==> src/rtl/gemm_pkg.sv <==
// Shared definitions for the GEMM operand loader: bank state encoding,
// default frame geometry and width helpers.
package gemm_pkg;

    localparam int GEMM_LEN = 32;
    localparam int GEMM_DW  = 16;

    typedef enum logic [1:0] {
        BANK_EMPTY   = 2'd0,
        BANK_FILLING = 2'd1,
        BANK_FULL    = 2'd2
    } bank_state_e;

    // Slot index width; kept at least one bit so LEN=1 still elaborates.
    function automatic int idx_w(input int len);
        return (len > 1) ? $clog2(len) : 1;
    endfunction

    function automatic int len_w(input int len);
        return $clog2(len + 1);
    endfunction

endpackage

==> src/rtl/gemm_operand_bank.sv <==
// One operand bank: LEN vector/matrix slots, fill count and EMPTY/FILLING/FULL
// state. Slots at or above the count read as zero while the bank is presented.
module gemm_operand_bank
    import gemm_pkg::*;
#(
    parameter int LEN = GEMM_LEN,
    parameter int DW  = GEMM_DW
) (
    input  logic                      clk,
    input  logic                      rst_n,
    input  logic                      wr_en,
    input  logic [idx_w(LEN)-1:0]     wr_idx,
    input  logic signed [DW-1:0]      wr_vec,
    input  logic signed [DW-1:0]      wr_mat,
    input  logic                      wr_commit,
    input  logic                      rd_done,
    output bank_state_e               state,
    output logic [len_w(LEN)-1:0]     len,
    output logic [LEN*DW-1:0]         vec_flat,
    output logic [LEN*DW-1:0]         mat_flat
);

    localparam int IW = idx_w(LEN);
    localparam int LW = len_w(LEN);

    logic signed [DW-1:0] vec_mem_q [LEN];
    logic signed [DW-1:0] mat_mem_q [LEN];
    bank_state_e          state_q, state_d;
    logic [LW-1:0]        count_q, count_d;

    always_comb begin
        state_d = state_q;
        count_d = count_q;
        case (state_q)
            BANK_EMPTY, BANK_FILLING: begin
                if (wr_en) begin
                    count_d = LW'(wr_idx) + LW'(1);
                    state_d = wr_commit ? BANK_FULL : BANK_FILLING;
                end
            end
            BANK_FULL: begin
                if (rd_done) begin
                    state_d = BANK_EMPTY;
                end
            end
            default: state_d = BANK_EMPTY;
        endcase
    end

    always_ff @(posedge clk) begin
        if (!rst_n) begin
            state_q <= BANK_EMPTY;
            count_q <= '0;
        end else begin
            state_q <= state_d;
            count_q <= count_d;
        end
    end

    // Storage is not reset: the count mask hides anything stale.
    always_ff @(posedge clk) begin
        if (wr_en) begin
            vec_mem_q[wr_idx] <= wr_vec;
            mat_mem_q[wr_idx] <= wr_mat;
        end
    end

    always_comb begin
        state = state_q;
        len   = (state_q == BANK_FULL) ? count_q : '0;
    end

    for (genvar i = 0; i < LEN; i++) begin : g_slot
        assign vec_flat[i*DW +: DW] = (LW'(i) < len) ? vec_mem_q[i] : '0;
        assign mat_flat[i*DW +: DW] = (LW'(i) < len) ? mat_mem_q[i] : '0;
    end

endmodule

==> src/rtl/gemm_operand_loader.sv <==
// Collects streamed vector/matrix element pairs into zero-padded frames for the
// dot-product stage. Define GEMM_LOADER_DOUBLE_BUF_EN for ping-pong banks.
module gemm_operand_loader
    import gemm_pkg::*;
#(
    parameter int LEN = GEMM_LEN,
    parameter int DW  = GEMM_DW
) (
    input  logic                       clk,
    input  logic                       rst_n,
    input  logic                       in_valid,
    output logic                       in_ready,
    input  logic [DW-1:0]              in_vec,
    input  logic [DW-1:0]              in_mat,
    input  logic                       in_last,
    output logic                       out_valid,
    input  logic                       out_ready,
    output logic [LEN*DW-1:0]          vec_flat,
    output logic [LEN*DW-1:0]          mat_flat,
    output logic [$clog2(LEN+1)-1:0]   out_len
);

    localparam int IW = idx_w(LEN);
    localparam int LW = len_w(LEN);
`ifdef GEMM_LOADER_DOUBLE_BUF_EN
    localparam int NB = 2;
`else
    localparam int NB = 1;
`endif

    logic          run_q, run_d;
    logic [IW-1:0] idx_q, idx_d;
    logic          fill_sel_q, fill_sel_d;
    logic          out_sel_q, out_sel_d;
    logic          accept, commit, drain;

    bank_state_e       bank_state [2];
    logic [LW-1:0]     bank_len   [2];
    logic [LEN*DW-1:0] bank_vec   [2];
    logic [LEN*DW-1:0] bank_mat   [2];

    // Readiness comes only from registered state, never from in_valid or out_ready.
    always_comb begin
        run_d      = 1'b1;
        in_ready   = run_q && (bank_state[fill_sel_q] != BANK_FULL);
        out_valid  = (bank_state[out_sel_q] == BANK_FULL);
        accept     = in_valid && in_ready;
        commit     = accept && (in_last || (idx_q == IW'(LEN - 1)));
        drain      = out_valid && out_ready;
        idx_d      = idx_q;
        fill_sel_d = fill_sel_q;
        out_sel_d  = out_sel_q;
        if (accept) begin
            idx_d = commit ? '0 : idx_q + IW'(1);
        end
`ifdef GEMM_LOADER_DOUBLE_BUF_EN
        if (commit) begin
            fill_sel_d = ~fill_sel_q;
        end
        if (drain) begin
            out_sel_d = ~out_sel_q;
        end
`endif
        vec_flat = bank_vec[out_sel_q];
        mat_flat = bank_mat[out_sel_q];
        out_len  = bank_len[out_sel_q];
    end

    always_ff @(posedge clk) begin
        if (!rst_n) begin
            run_q      <= 1'b0;
            idx_q      <= '0;
            fill_sel_q <= 1'b0;
            out_sel_q  <= 1'b0;
        end else begin
            run_q      <= run_d;
            idx_q      <= idx_d;
            fill_sel_q <= fill_sel_d;
            out_sel_q  <= out_sel_d;
        end
    end

    for (genvar b = 0; b < 2; b++) begin : g_bank
        if (b < NB) begin : g_inst
            gemm_operand_bank #(
                .LEN (LEN),
                .DW  (DW)
            ) u_bank (
                .clk       (clk),
                .rst_n     (rst_n),
                .wr_en     (accept && (fill_sel_q == 1'(b))),
                .wr_idx    (idx_q),
                .wr_vec    (in_vec),
                .wr_mat    (in_mat),
                .wr_commit (commit),
                .rd_done   (drain && (out_sel_q == 1'(b))),
                .state     (bank_state[b]),
                .len       (bank_len[b]),
                .vec_flat  (bank_vec[b]),
                .mat_flat  (bank_mat[b])
            );
        end else begin : g_tie
            // Unbuilt ping-pong partner; never selected in single-bank builds.
            assign bank_state[b] = BANK_EMPTY;
            assign bank_len[b]   = '0;
            assign bank_vec[b]   = '0;
            assign bank_mat[b]   = '0;
        end
    end

endmodule
==> config.mk <==
export PLATFORM = sky130hd
export DESIGN_NAME = gemm_operand_loader
export DESIGN_NICKNAME = d
export VERILOG_FILES = /design/src/rtl/gemm_pkg.sv /design/src/rtl/gemm_operand_bank.sv /design/src/rtl/gemm_operand_loader.sv
export SDC_FILE = /design/constraint.sdc
export NUM_CORES = 1
export LEC_CHECK = 0
export CAP_MARGIN = 10
export CORE_AREA = 2 2 413 415
export CTS_CLUSTER_DIAMETER = 80
export DETAILED_ROUTE_END_ITERATION = 12
export DIE_AREA = 0 0 415 417
export DONT_BUFFER_PORTS = 1
export PLACE_DENSITY = 0.34
export SYNTH_ARGS = -nofsm -noshare
export SYNTH_HDL_FRONTEND = slang
export SYNTH_SLANG_ARGS = --single-unit
==> constraint.sdc <==
create_clock -name clk -period 4.9 [get_ports clk]
set_clock_uncertainty 0.05 [all_clocks]
set_input_delay 0 -clock clk [delete_from_list [all_inputs] [get_ports clk]]
set_output_delay 0 -clock clk [all_outputs]
set_load 0.05 [all_outputs]
* Word-level counts from Yosys, hierarchy flattened
Memory sizes are Yosys's and may differ from the RTL's.
Index checks and enable logic that the tools add are counted.
Widths: inputs -> output; s select.
** Storage, ports and cells
- Output and inout port bits :: 1032
- Memories kept :: 2
- Bits in registers :: 14
- Bits of input ports :: 37
- RAM bits :: 1024
** Cells by class
- Mux-type cells :: 73
- $add $sub $neg :: 2
- Equal/unequal tests :: 6
- Reductions and logical operators :: 9
- Order comparisons :: 32
** Memories
- g_bank[0].g_inst.u_bank.mat_mem_q :: depth 32, width 16, rd ports 32, clocked after Yosys merged registers in 0, wr ports 1, line gemm_operand_bank.sv:27 : logic signed [DW-1:0] mat_mem_q [LEN];
- g_bank[0].g_inst.u_bank.vec_mem_q :: depth 32, width 16, rd ports 32, clocked after Yosys merged registers in 0, wr ports 1, line gemm_operand_bank.sv:26 : logic signed [DW-1:0] vec_mem_q [LEN];
** Operator list (count)
- $mux 16 :: 64
- $lt 5x6->1 const A :: 16
- $lt 4x6->1 const A :: 8
- $lt 3x6->1 const A :: 4
- $lt 1x6->1 const A :: 2
- $lt 2x6->1 const A :: 2
- $add 5x1->6 const B :: 1
- $mux 2 :: 3
- $mux 6 :: 1
- $add 5x1->5 const B :: 1
- $eq 5x5->1 const B :: 1
- $mux 5 :: 1
- $logic_and 1x1->1 :: 4
- $ne 2x1->1 const B :: 2
- $pmux 2 s2 :: 1
- $reduce_and 2->1 :: 2
- $mux 1 :: 3
- $eq 2x1->1 const B :: 1
- $eq 2x2->1 const B :: 1
- $logic_not 2->1 :: 1
- $ne 2x2->1 const B :: 1
- $reduce_or 2->1 :: 1
- $logic_or 1x1->1 :: 1

* Longest topological paths before layout
- Depth after elaboration :: 7
- Gate-level depth with buffers :: 7
- Depth with buffers taken out :: 6

* Modules after synthesis
Synthesis repeated with hierarchy kept, for this count alone.
** Second synthesis, totals
- Cell total of the unflattened synthesis :: 2384
- Area, all modules :: 39280.2 um^2
** Modules (own cells, without submodules)
- gemm_operand_bank :: area an instance 38953.6 um^2, times used 1, sequential area each 30909.6 um^2, cells each 2347
- gemm_operand_loader :: area an instance 326.6 um^2, times used 1, sequential area each 120.1 um^2, cells each 37

* Worst setup path after synthesis
No wires, ideal clock.
- Path type :: register to register
- From :: register g_bank[0].g_inst.u_bank.state_q[0]
- To :: memory g_bank[0].g_inst.u_bank.mat_mem_q[14][0] in the netlist's numbering, enable pin
- Library setup time :: 0.421 ns
- Period minus slack after synthesis :: 3.097 ns
- Path slack :: 1.803 ns
- Data arrival time :: 2.626 ns
- Stages on the path, launching flop included :: 7
- Cell sequence :: dfxtp_1 -> nand2b_4 -> buf_6 -> buf_6 -> buf_2 -> nand3_1 -> nor2_1
** On the way
- Longest elaborated chain between the ends :: 5
** Ends and longest elaborated chain
- start, declared :: line gemm_operand_bank.sv:28 : bank_state_e state_q, state_d;
- start signal, assigned :: line gemm_operand_bank.sv:55 : state_q <= state_d;
- $ne 2x2->1 :: line gemm_operand_loader.sv:45 : in_ready = run_q && (bank_state[fill_sel_q] != BANK_FULL);
- $logic_and 1x1->1 :: line gemm_operand_loader.sv:45
- $logic_and 1x1->1 :: line gemm_operand_loader.sv:47 : accept = in_valid && in_ready;
- $mux 1 :: line gemm_operand_bank.sv:62 : if (wr_en) begin
- $mux 1 (implied by the code) :: line gemm_operand_bank.sv:64 : mat_mem_q[wr_idx] <= wr_mat;
- end, declared :: line gemm_operand_bank.sv:27
Every way passes these cells.

* Worst setup path after layout
- From :: register g_bank[0].g_inst.u_bank.state_q[1]
- To :: output port mat_flat[347]
** On the way
- Longest elaborated chain between the ends :: 4
** Ends and longest elaborated chain
- $eq 2x2->1 :: line gemm_operand_bank.sv:70 : len = (state_q == BANK_FULL) ? count_q : '0;
- $mux 6 :: line gemm_operand_bank.sv:70
- $lt 5x6->1 :: line gemm_operand_bank.sv:75 : assign mat_flat[i*DW +: DW] = (LW'(i) < len) ? mat_mem_q[i] : '0;
- $mux 16 :: line gemm_operand_bank.sv:75
- end, declared :: line gemm_operand_loader.sv:19 : output logic [LEN*DW-1:0] mat_flat,
Every way passes these cells.

==> impl_metrics.toml <==
[status]
status = "complete, no violations"

[synth]
synth-edff-count = 1024
ys.flop_type = "edfxtp_1"
ys_top_cells_by_area = "edfxtp_1 (78%), and2_1 (7.3%), and3_1 (6.2%)"
synth_cell_types = 50
async_reset_ff_share_pct = 0
synthCells = 2398
synth_top_area_share_pct = 78.2
syn-num-nets = 2440
syn_avg_cell_area_um2 = 16.4
synth_seq_cells = 1038
yosysWarnings = 0
synth_seq_area_share_pct = 78.9
synth_area_leader_cell = "edfxtp_1"
syn_area_um2 = 39300

[sta]
layout_setup_ws_ns = 0.746
rsz0062_at_grt = "no"
fin_setup_tns_ns = 0
hold_slack_ns = 0.158
fin_crit_ns = 4.15
period_share_pct = 84.8
drv_slew = 0
worst_pin_slew_ns = 1.22
finalSetupViolCount = 0
relSlewSlack_pct = 18.2
hold_viol = 0
max_freq_mhz = 241

[critical_path]
slowest_delay_ns = 0.75
crit_slowest_cell = "nor3b_2"
startpoint_type = "flop"
arrival_ns = 4.10
crit_type = "reg2out"
crit_family = "simple AND/OR/NAND/NOR gates"
r2r_slack_ns = 1.78
worst-path-max-fanout = 40
path_buf_inv = 2
required_ns = 4.85
cp_cell_sequence = "nand2b_4, inv_2, nand3_4, buf_4, nor3b_2"
cp-end-kind = "output port"

[final_layout]
final_cell_mix = "edfxtp_1 (1024), and2_1 (455), and3_1 (386)"
layout_commonest_cell = "edfxtp_1"
nets = 2590
fin_area_um2 = 48300
syn2layout_area_growth_pct = 22.8
fillers = 16900
drive_gt1_share_pct = 18.3

[grt]
overflow = 0
grtUsageMet3_pct = 4.45
grt_pass1_wl_um = 219000
grt-busiest-layer = "met2"
grt_pass1_vias = 21900
antenna_found_initial = 31
grt_max_degree = 129
grt_usage_pct = 18.8
met2_usage_pct = 34.2
met1_usage_pct = 21.6

[job]
drv_cap = 0

[floorplan]
start_util_pct = 23.3
chipHeight_um = 417
dieWidth_um = 415
ios = 1069
coreArea_um2 = 169000
rows = 151
die_area_um2 = 173000

[place]
placed_cell_area_um2 = 43200
place_hpwl_um = 103000
dp_slack_ns = 1.50
place.gp.congestion = 0.772
port_buffers = 0

[clock_tree]
insertion_delay_ns = 0.74
path_clk_slew_ns = 0.06
clockBufferDepth = 3
numCtsBuffers = 120
root_buffer = "clkbuf_16"
htreeDepth = 3
clock-sinks = 1038
cts_tree = "done"

[route]
drt_wl_total_um = 169000
via_per_inst = 4.53
dr.pass1.iters = 5
post_drt_wl_per_cell_um = 34.7
drcViolationCount = 0
antenna_left = 0
via_count = 22100
drtIter0Drc = 2298

[min_path]
worstHoldPathType = "in2reg"

[pwr]
p_per_area_nw_per_um2 = 395
leakagePower_uw = 0.0169
clkPwrFrac_pct = 45.3
p_int_uw = 14800
sequentialPowerShare_pct = 51.3
power_uw = 19100
pwr-share-comb_pct = 3.4
p_sw_uw = 4310
vdd_ir_drop_max_v = 0.000316
p_sw_share_pct = 22.6
## synthesized netlist by cell type, drive strengths merged, types with 3 or more instances
library cell,instances
edfxtp,1024
nor2,39
nor3b,97
nand3b,5
and3b,3
o22ai,3
or3,3
inv,6
nor2b,66
ha,5
and3,388
nand2,16
and2,456
dfxtp,14
buf,39
nand3,17
o21ai,6
a21boi,40
nand4,5
nor3,3
clkbuf,131
a21oi,3
## power by group through the flow
stage | registers (uW) | logic (uW) | clock network (uW)
after floorplan | 9970 | 144 | 0
after global placement | 9970 | 187 | 0
after detailed placement | 9970 | 189 | 0
after CTS | 9780 | 661 | 8900
after global routing | 9780 | 661 | 9200
final | 9780 | 641 | 8640
## worst paths after layout
path	end	start	cells past startpoint
worst max-delay path	mat_flat[347]	g_bank[0].g_inst.u_bank.state[1]	5
worst min-delay path	run_q	rst_n	1
worst max register to register	g_bank[0].g_inst.u_bank.vec_mem_q[13][11]	g_bank[0].g_inst.u_bank.state[0]	4
worst min register to register	g_bank[0].g_inst.u_bank.count_q[0]	g_bank[0].g_inst.u_bank.count_q[0]	2
## sequential cells by signal, summed over array words and instances, names as in the netlist
register and cells:
g_bank.g_inst.u_bank.count_q 6, g_bank.g_inst.u_bank.mat_mem_q 512, g_bank.g_inst.u_bank.state 2, g_bank.g_inst.u_bank.vec_mem_q 512, idx_q 5, run_q 1
## through the flow
stage / cells / util [%]
2_1_floorplan: 2398 / -
3_3_place_gp: 4574 / 25.6
3_5_place_dp: 4575 / 25.7
4_1_cts: 4863 / 28.6
5_1_grt: 4865 / 28.6
6_report: 4882 / 28.6
## what timing repair did
item / in CTS / in global routing
gates resized for setup: 0 / 0
hold endpoints to repair: 1038 / 0
setup endpoints to repair: 0 / 0
setup buffers: 0 / 0
hold buffers: 68 / 0
## per-layer routing
layer | wire length (um) | share of wire [%]
met5 | 0 | 0
met1 | 63000 | 37
met4 | 4810 | 2.8
met3 | 12100 | 7.1
met2 | 89600 | 53
## final cells by class
cell class | instances | area [um^2] | area share, %
timing repair buffer | 198 | 2260 | 4.68
tap | 2218 | 2780 | 5.75
sequential | 1038 | 31000 | 64.3
inverter | 6 | 22.5 | 0.0466
clock inverter | 64 | 578 | 1.20
antenna | 18 | 45.0 | 0.0933
multi-input combinational | 1184 | 8410 | 17.4
clock buffer | 156 | 3160 | 6.54
## cells by family (layout without fill, tap and decap cells)
group | count (synthesis) | in the layout | synth area share (%)
buf+inv | 176 | 424 | 1.84
other cells | 0 | 18 | 0
simple gates | 1110 | 1110 | 17.8
flops | 1038 | 1038 | 78.9
fa+ha+maj | 5 | 5 | 0.159
xor+xnor | 1 | 1 | 0.0223
compound gates | 68 | 68 | 1.28
(Power assumes the default switching activity.)
